[src/rtl/seq_divider_pkg.sv]
// rtl/seq_divider_pkg.sv - shared encodings and constants for the sequential divider
package seq_divider_pkg;

  localparam int DATA_W = 32;

  typedef enum logic [1:0] {
    OP_DIV  = 2'b00,
    OP_DIVU = 2'b01,
    OP_REM  = 2'b10,
    OP_REMU = 2'b11
  } op_e;

  typedef enum logic [1:0] {
    S_IDLE  = 2'b00,
    S_CALC  = 2'b01,
    S_FIXUP = 2'b10,
    S_DONE  = 2'b11
  } state_e;

  localparam logic [DATA_W-1:0] MIN_INT  = {1'b1, {(DATA_W-1){1'b0}}};
  localparam logic [DATA_W-1:0] ALL_ONES = {DATA_W{1'b1}};

endpackage

[src/rtl/div_trial_sub.sv]
// rtl/div_trial_sub.sv - combinational trial subtractor; BorrowOut picks each quotient bit
module div_trial_sub #(
  parameter int Width = 33
) (
  input  logic [Width-1:0] Minuend,
  input  logic [Width-1:0] Subtrahend,
  input  logic             BorrowIn,
  output logic [Width-1:0] Difference,
  output logic             BorrowOut
);

  assign {BorrowOut, Difference} = {1'b0, Minuend} - {1'b0, Subtrahend} - {{Width{1'b0}}, BorrowIn};

endmodule

[src/rtl/seq_divider.sv]
// rtl/seq_divider.sv - fixed-latency restoring divider for DIV/DIVU/REM/REMU
module seq_divider
  import seq_divider_pkg::*;
#(
  parameter int NrOfBits = DATA_W
) (
  input  logic                Clock,
  input  logic                nReset,
  input  logic                Start,
  input  logic [1:0]          Op,
  input  logic [NrOfBits-1:0] Dividend,
  input  logic [NrOfBits-1:0] Divisor,
  output logic                Busy,
  output logic                Done,
  output logic [NrOfBits-1:0] Result
);

  localparam int CntW = $clog2(NrOfBits) + 1;
  localparam logic [CntW-1:0] CntLast = CntW'(NrOfBits - 1);
  localparam logic [NrOfBits-1:0] MinIntW  = MIN_INT[DATA_W-1 -: NrOfBits];
  localparam logic [NrOfBits-1:0] AllOnesW = ALL_ONES[NrOfBits-1:0];

  state_e              state_q, state_d;
  logic [CntW-1:0]     cnt_q, cnt_d;
  logic [1:0]          op_q, op_d;
  logic [NrOfBits-1:0] q_q, q_d;
  logic [NrOfBits:0]   r_q, r_d;
  logic [NrOfBits-1:0] d_q, d_d;
  logic [NrOfBits-1:0] dividend_q, dividend_d;
  logic                sa_q, sa_d;
  logic                sb_q, sb_d;
  logic [NrOfBits-1:0] result_q, result_d;

  logic                accept;
  logic [NrOfBits:0]   trial;
  logic [NrOfBits:0]   trial_diff;
  logic                trial_borrow;
  logic [NrOfBits-1:0] quo_fix;
  logic [NrOfBits-1:0] rem_fix;
  logic                unused_r_msb;

  assign accept       = Start && (state_q == S_IDLE || state_q == S_DONE);
  assign trial        = {r_q[NrOfBits-1:0], q_q[NrOfBits-1]};
  // R never exceeds D, so its top bit only exists to hold the trial difference width
  assign unused_r_msb = r_q[NrOfBits];

  div_trial_sub #(
    .Width(NrOfBits + 1)
  ) u_trial_sub (
    .Minuend   (trial),
    .Subtrahend({1'b0, d_q}),
    .BorrowIn  (1'b0),
    .Difference(trial_diff),
    .BorrowOut (trial_borrow)
  );

  always_ff @(posedge Clock or negedge nReset) begin
    if (!nReset) begin
      state_q <= S_IDLE;
    end else begin
      state_q <= state_d;
    end
  end

  always_comb begin
    state_d = state_q;
    case (state_q)
      S_IDLE:  if (Start) state_d = S_CALC;
      S_CALC:  if (cnt_q == CntLast) state_d = S_FIXUP;
      S_FIXUP: state_d = S_DONE;
      S_DONE:  state_d = Start ? S_CALC : S_IDLE;
      default: state_d = S_IDLE;
    endcase
  end

  always_comb begin
    Busy = (state_q == S_CALC) || (state_q == S_FIXUP);
    Done = (state_q == S_DONE);
  end

  // Divide-by-zero outranks overflow; a signed divisor of -1 leaves D == 1 with sB set
  always_comb begin
    quo_fix = (sa_q ^ sb_q) ? -q_q : q_q;
    rem_fix = sa_q ? -r_q[NrOfBits-1:0] : r_q[NrOfBits-1:0];
    if (d_q == '0) begin
      quo_fix = AllOnesW;
      rem_fix = dividend_q;
    end else if (!op_q[0] && dividend_q == MinIntW && sb_q && d_q == NrOfBits'(1)) begin
      quo_fix = MinIntW;
      rem_fix = '0;
    end
  end

  always_comb begin
    cnt_d      = cnt_q;
    op_d       = op_q;
    q_d        = q_q;
    r_d        = r_q;
    d_d        = d_q;
    dividend_d = dividend_q;
    sa_d       = sa_q;
    sb_d       = sb_q;
    result_d   = result_q;
    if (accept) begin
      op_d       = Op;
      dividend_d = Dividend;
      sa_d       = !Op[0] && Dividend[NrOfBits-1];
      sb_d       = !Op[0] && Divisor[NrOfBits-1];
      q_d        = sa_d ? -Dividend : Dividend;
      d_d        = sb_d ? -Divisor : Divisor;
      r_d        = '0;
      cnt_d      = '0;
    end else if (state_q == S_CALC) begin
      r_d   = trial_borrow ? trial : trial_diff;
      q_d   = {q_q[NrOfBits-2:0], !trial_borrow};
      cnt_d = cnt_q + CntW'(1);
    end else if (state_q == S_FIXUP) begin
      result_d = op_q[1] ? rem_fix : quo_fix;
    end
  end

  always_ff @(posedge Clock or negedge nReset) begin
    if (!nReset) begin
      cnt_q      <= '0;
      op_q       <= '0;
      q_q        <= '0;
      r_q        <= '0;
      d_q        <= '0;
      dividend_q <= '0;
      sa_q       <= 1'b0;
      sb_q       <= 1'b0;
      result_q   <= '0;
    end else begin
      cnt_q      <= cnt_d;
      op_q       <= op_d;
      q_q        <= q_d;
      r_q        <= r_d;
      d_q        <= d_d;
      dividend_q <= dividend_d;
      sa_q       <= sa_d;
      sb_q       <= sb_d;
      result_q   <= result_d;
    end
  end

  assign Result = result_q;

endmodule

[config.mk]
export PLATFORM = sky130hd
export DESIGN_NAME = seq_divider
export DESIGN_NICKNAME = d
export VERILOG_FILES = /design/src/rtl/seq_divider_pkg.sv /design/src/rtl/div_trial_sub.sv /design/src/rtl/seq_divider.sv
export SDC_FILE = /design/constraint.sdc
export NUM_CORES = 1
export LEC_CHECK = 0
export ABC_AREA = 1
export CAP_MARGIN = 20
export CELL_PAD_IN_SITES_DETAIL_PLACEMENT = 1
export CELL_PAD_IN_SITES_GLOBAL_PLACEMENT = 1
export CORE_UTILIZATION = 42
export CTS_CLUSTER_DIAMETER = 150
export DETAILED_ROUTE_END_ITERATION = 16
export PLACE_DENSITY_LB_ADDON = 0.1
export SLEW_MARGIN = 20
export SYNTH_ARGS = -nofsm -noshare
export SYNTH_HDL_FRONTEND = slang
export SYNTH_SLANG_ARGS = --single-unit
[constraint.sdc]
create_clock -name Clock -period 2.45 [get_ports Clock]
set_input_delay 0.245 -clock Clock [delete_from_list [all_inputs] [get_ports Clock]]
set_output_delay 0.245 -clock Clock [all_outputs]
set_load 0.1 [all_outputs]
==> results.json <==
{
  "placedCellCount": 2957,
  "cts.clk_slew.worst_paths_ns": 0.08,
  "slew_viol_final": 0,
  "synth_cell_types": 49,
  "synthCells": 2366,
  "drt_iter0_markers": 1393,
  "drt_pass1_iterations": 5,
  "fmax_mhz": 423,
  "async_flop_share_pct": 100,
  "place_ws_ns": -0.159,
  "fin_tns_setup_ns": 0,
  "ys_warn_count": 0,
  "cts_buffer_depth": 2,
  "clock_power_share_pct": 9.8,
  "via_count": 16911,
  "start_kind": "flop",
  "io_buffer_count": 102,
  "initial_utilization_pct": 42.9,
  "intPower_mw": 11.6,
  "regArea_mm2": 0.00431,
  "clock_tree.root_cell": "clkbuf_16",
  "viasPerCell": 5.65,
  "grt_pass1_vias": 16605,
  "grt_pass1_wl_um": 97600,
  "total_leakage_power_nw": 8.89,
  "worst_slew_pin_slew_ns": 0.714,
  "ir_worst_vdd_mv": 1.16,
  "finalNonFillerCells": 2991,
  "placementRows": 67,
  "timing.hold.ws_ns": 0.285,
  "yosys-top-cells-count": "nand2_1, inv_1, nor2_1",
  "yosys.cell_count.top_type": "nand2_1",
  "die-height_um": 187,
  "utilization_pct": 51.2,
  "min_period_over_period_pct": 96.4,
  "drv_cap": 0,
  "layout-drive-gt1-share_pct": 10.5,
  "grtUsageTotal_pct": 36.5,
  "final_hold_viol_count": 0,
  "antenna_found_initial": 0,
  "nets": 2642,
  "path_class": "flop to flop",
  "grt_max_degree": 65,
  "power_density_mw_per_mm2": 1620,
  "worst_clock_skew_ns": 0.0113,
  "arrival_ns": 2.71,
  "worst_slack_ns": 0.0876,
  "drtAntennaViolNets": 0,
  "critPathMaxFanout": 4,
  "synth_top_cell_by_area": "dfrtp_1",
  "p_sw_share_pct": 58.7,
  "routabilityCongestion": 1.01,
  "multi_input_area_mm2": 0.00871,
  "syn_avg_cell_area_um2": 6.09,
  "synth_top_area_share_pct": 29.9,
  "setup_viol": 0,
  "power.switching_mw": 16.4,
  "die_area_mm2": 0.0351,
  "yosys-top-cells-area": "dfrtp_1, nand2_1, nand3_1",
  "period_needed_ns": 2.36,
  "p_comb_share_pct": 70.3,
  "hp-class": "input port to async pin",
  "synth_flop_cell": "dfrtp_1",
  "status": "finished, final reports clean",
  "synth-seq-cells": 172,
  "relSlewSlack_pct": 51.9,
  "reg2reg_depth": 15,
  "yosysSeqAreaShare_pct": 29.9,
  "die_w_um": 187,
  "end_kind": "flop",
  "reg2reg_slack_ns": 0.09,
  "rsz0062_at_grt": "true",
  "dp_hpwl_um": 51400,
  "drc": 0,
  "regToRegEndpoint": "r_q[11]$_DFFE_PN0P_",
  "syn-num-nets": 2478,
  "ctsHtreeMaxLevel": 4,
  "required_ns": 2.80,
  "cts_buffers": 17,
  "avgRoutedWirePerCell_um": 21.2,
  "clock_sinks": 172,
  "overflow": 0,
  "io_pins": 103,
  "core_area_mm2": 0.0336,
  "antenna_cells": 0,
  "worstSkewPairLatency_ns": 0.47,
  "area_growth_pct": 19.5,
  "tritoncts": "done",
  "drt-total-wl_um": 63500,
  "r2r-start": "d_q[6]$_DFFE_PN0P_",
  "nFillCells": 4682,
  "pwr-share-seq_pct": 19.9,
  "synth_area_mm2": 0.0144,
  "synth_edf_count": 0
}
-- metal layers --
metal / vias up / track usage (%) / share of wire [%]
met3: 95 / 10.6 / 9.0
met2: 580 / 52.6 / 42
met5: - / 0 / 0
met1: 8321 / 52.4 / 47
li1: 7915 / - / -
met4: 0 / 10.7 / 2.4
-- layout make-up --
type	count	share of cell area (%)
inverters	308	6.71
well taps	448	3.26
repair buffers	221	11.1
clock inverters	14	0.734
clock buffers	18	2.55
flip-flops and latches	172	25.0
multi-input cells	1810	50.6
-- flip-flops by register name, indices dropped and copies added (netlist names) --
register / flops
cnt_q: 6
Result: 32
r_q: 32
q_q: 32
sb_q: 1
dividend_q: 32
d_q: 32
sa_q: 1
op_q: 2
state_q: 2
-- worst max-delay path, cell delays in order, from the launching register on --
cell,delay [ns]
dfrtp_1,0.41
inv_1,0.18
ha_1,0.32
nand2_1,0.09
nand2_1,0.09
inv_1,0.07
nand2_1,0.10
inv_1,0.09
nand2_2,0.13
nand2_1,0.09
nand2_1,0.08
buf_4,0.14
xnor2_1,0.23
nand2_1,0.09
nand3_1,0.07
o21ai_1,0.06
-- through the flow --
| step | total power [mW] | cell area, um^2 |
|---|---|---|
| final | 28.0 | 17200 |
| after global routing | 29.9 | 17200 |
| after CTS | 27.4 | 17100 |
| after detailed placement | 24.4 | 16500 |
| after global placement | 23.8 | 16500 |
| after floorplan | 17.5 | 14400 |
-- cell families (layout without fill, tap and decap cells) --
kind of cell,count (synthesis),in the layout,synth area share (%)
compound gates,326,326,12.4
xor+xnor,40,40,2.43
fa+ha+maj,43,43,3.78
buf+inv,384,561,10.5
flops,172,172,29.9
simple gates,1401,1401,41.0
-- what timing repair did --
item,CTS,global route
setup endpoints to repair,28,47
resized for setup,8,33
gates cloned,0,0
hold endpoints to repair,35,0
hold buffers,1,0
pin swaps,0,1
buffers inserted,0,1
-- power groups by stage --
stage	clock network (mW)	registers, mW	logic, mW
global placement	0	5.44	18.4
CTS	2.76	5.45	19.2
finish	2.74	5.56	19.7
floorplan	0	6.87	10.7
detailed placement	0	5.49	18.9
global route	2.86	5.63	21.4
-- cell usage in the layout (no fill, tap or decap), types with 4 or more instances in the layout --
cell	count
nand4_1	44
nand2_1	735
xnor2_1	18
a31oi_1	12
or2_2	10
inv_1	292
o21a_1	4
a21boi_0	6
clkbuf_16	17
a22oi_1	6
nand3_1	259
nand2_2	16
nor2_2	15
o21bai_1	9
o211ai_1	8
buf_4	144
nand3b_1	10
nor2_1	268
o21ai_1	21
nor3_1	27
buf_12	6
dfrtp_1	170
o21ai_0	158
clkdlybuf4s50_1	67
ha_1	36
inv_2	15
xor2_1	21
a21oi_1	84
inv_6	4
-- worst max-delay path by stage --
stage / start / to / slack, ns
2_1_floorplan: state_q[1]$_DFFE_PN0P_ / Result[16]$_DFFE_PN0P_ / 0.11
3_3_place_gp: r_q[13]$_DFFE_PN0P_ / r_q[31]$_DFFE_PN0P_ / -0.08
3_5_place_dp: q_q[31]$_DFFE_PN0P_ / r_q[28]$_DFFE_PN0P_ / -0.16
4_1_cts: q_q[31]$_DFFE_PN0P_ / r_q[28]$_DFFE_PN0P_ / 0.01
5_1_grt: q_q[31]$_DFFE_PN0P_ / r_q[28]$_DFFE_PN0P_ / -0.02
6_report: d_q[6]$_DFFE_PN0P_ / r_q[11]$_DFFE_PN0P_ / 0.09
(Power assumes the default switching activity.)
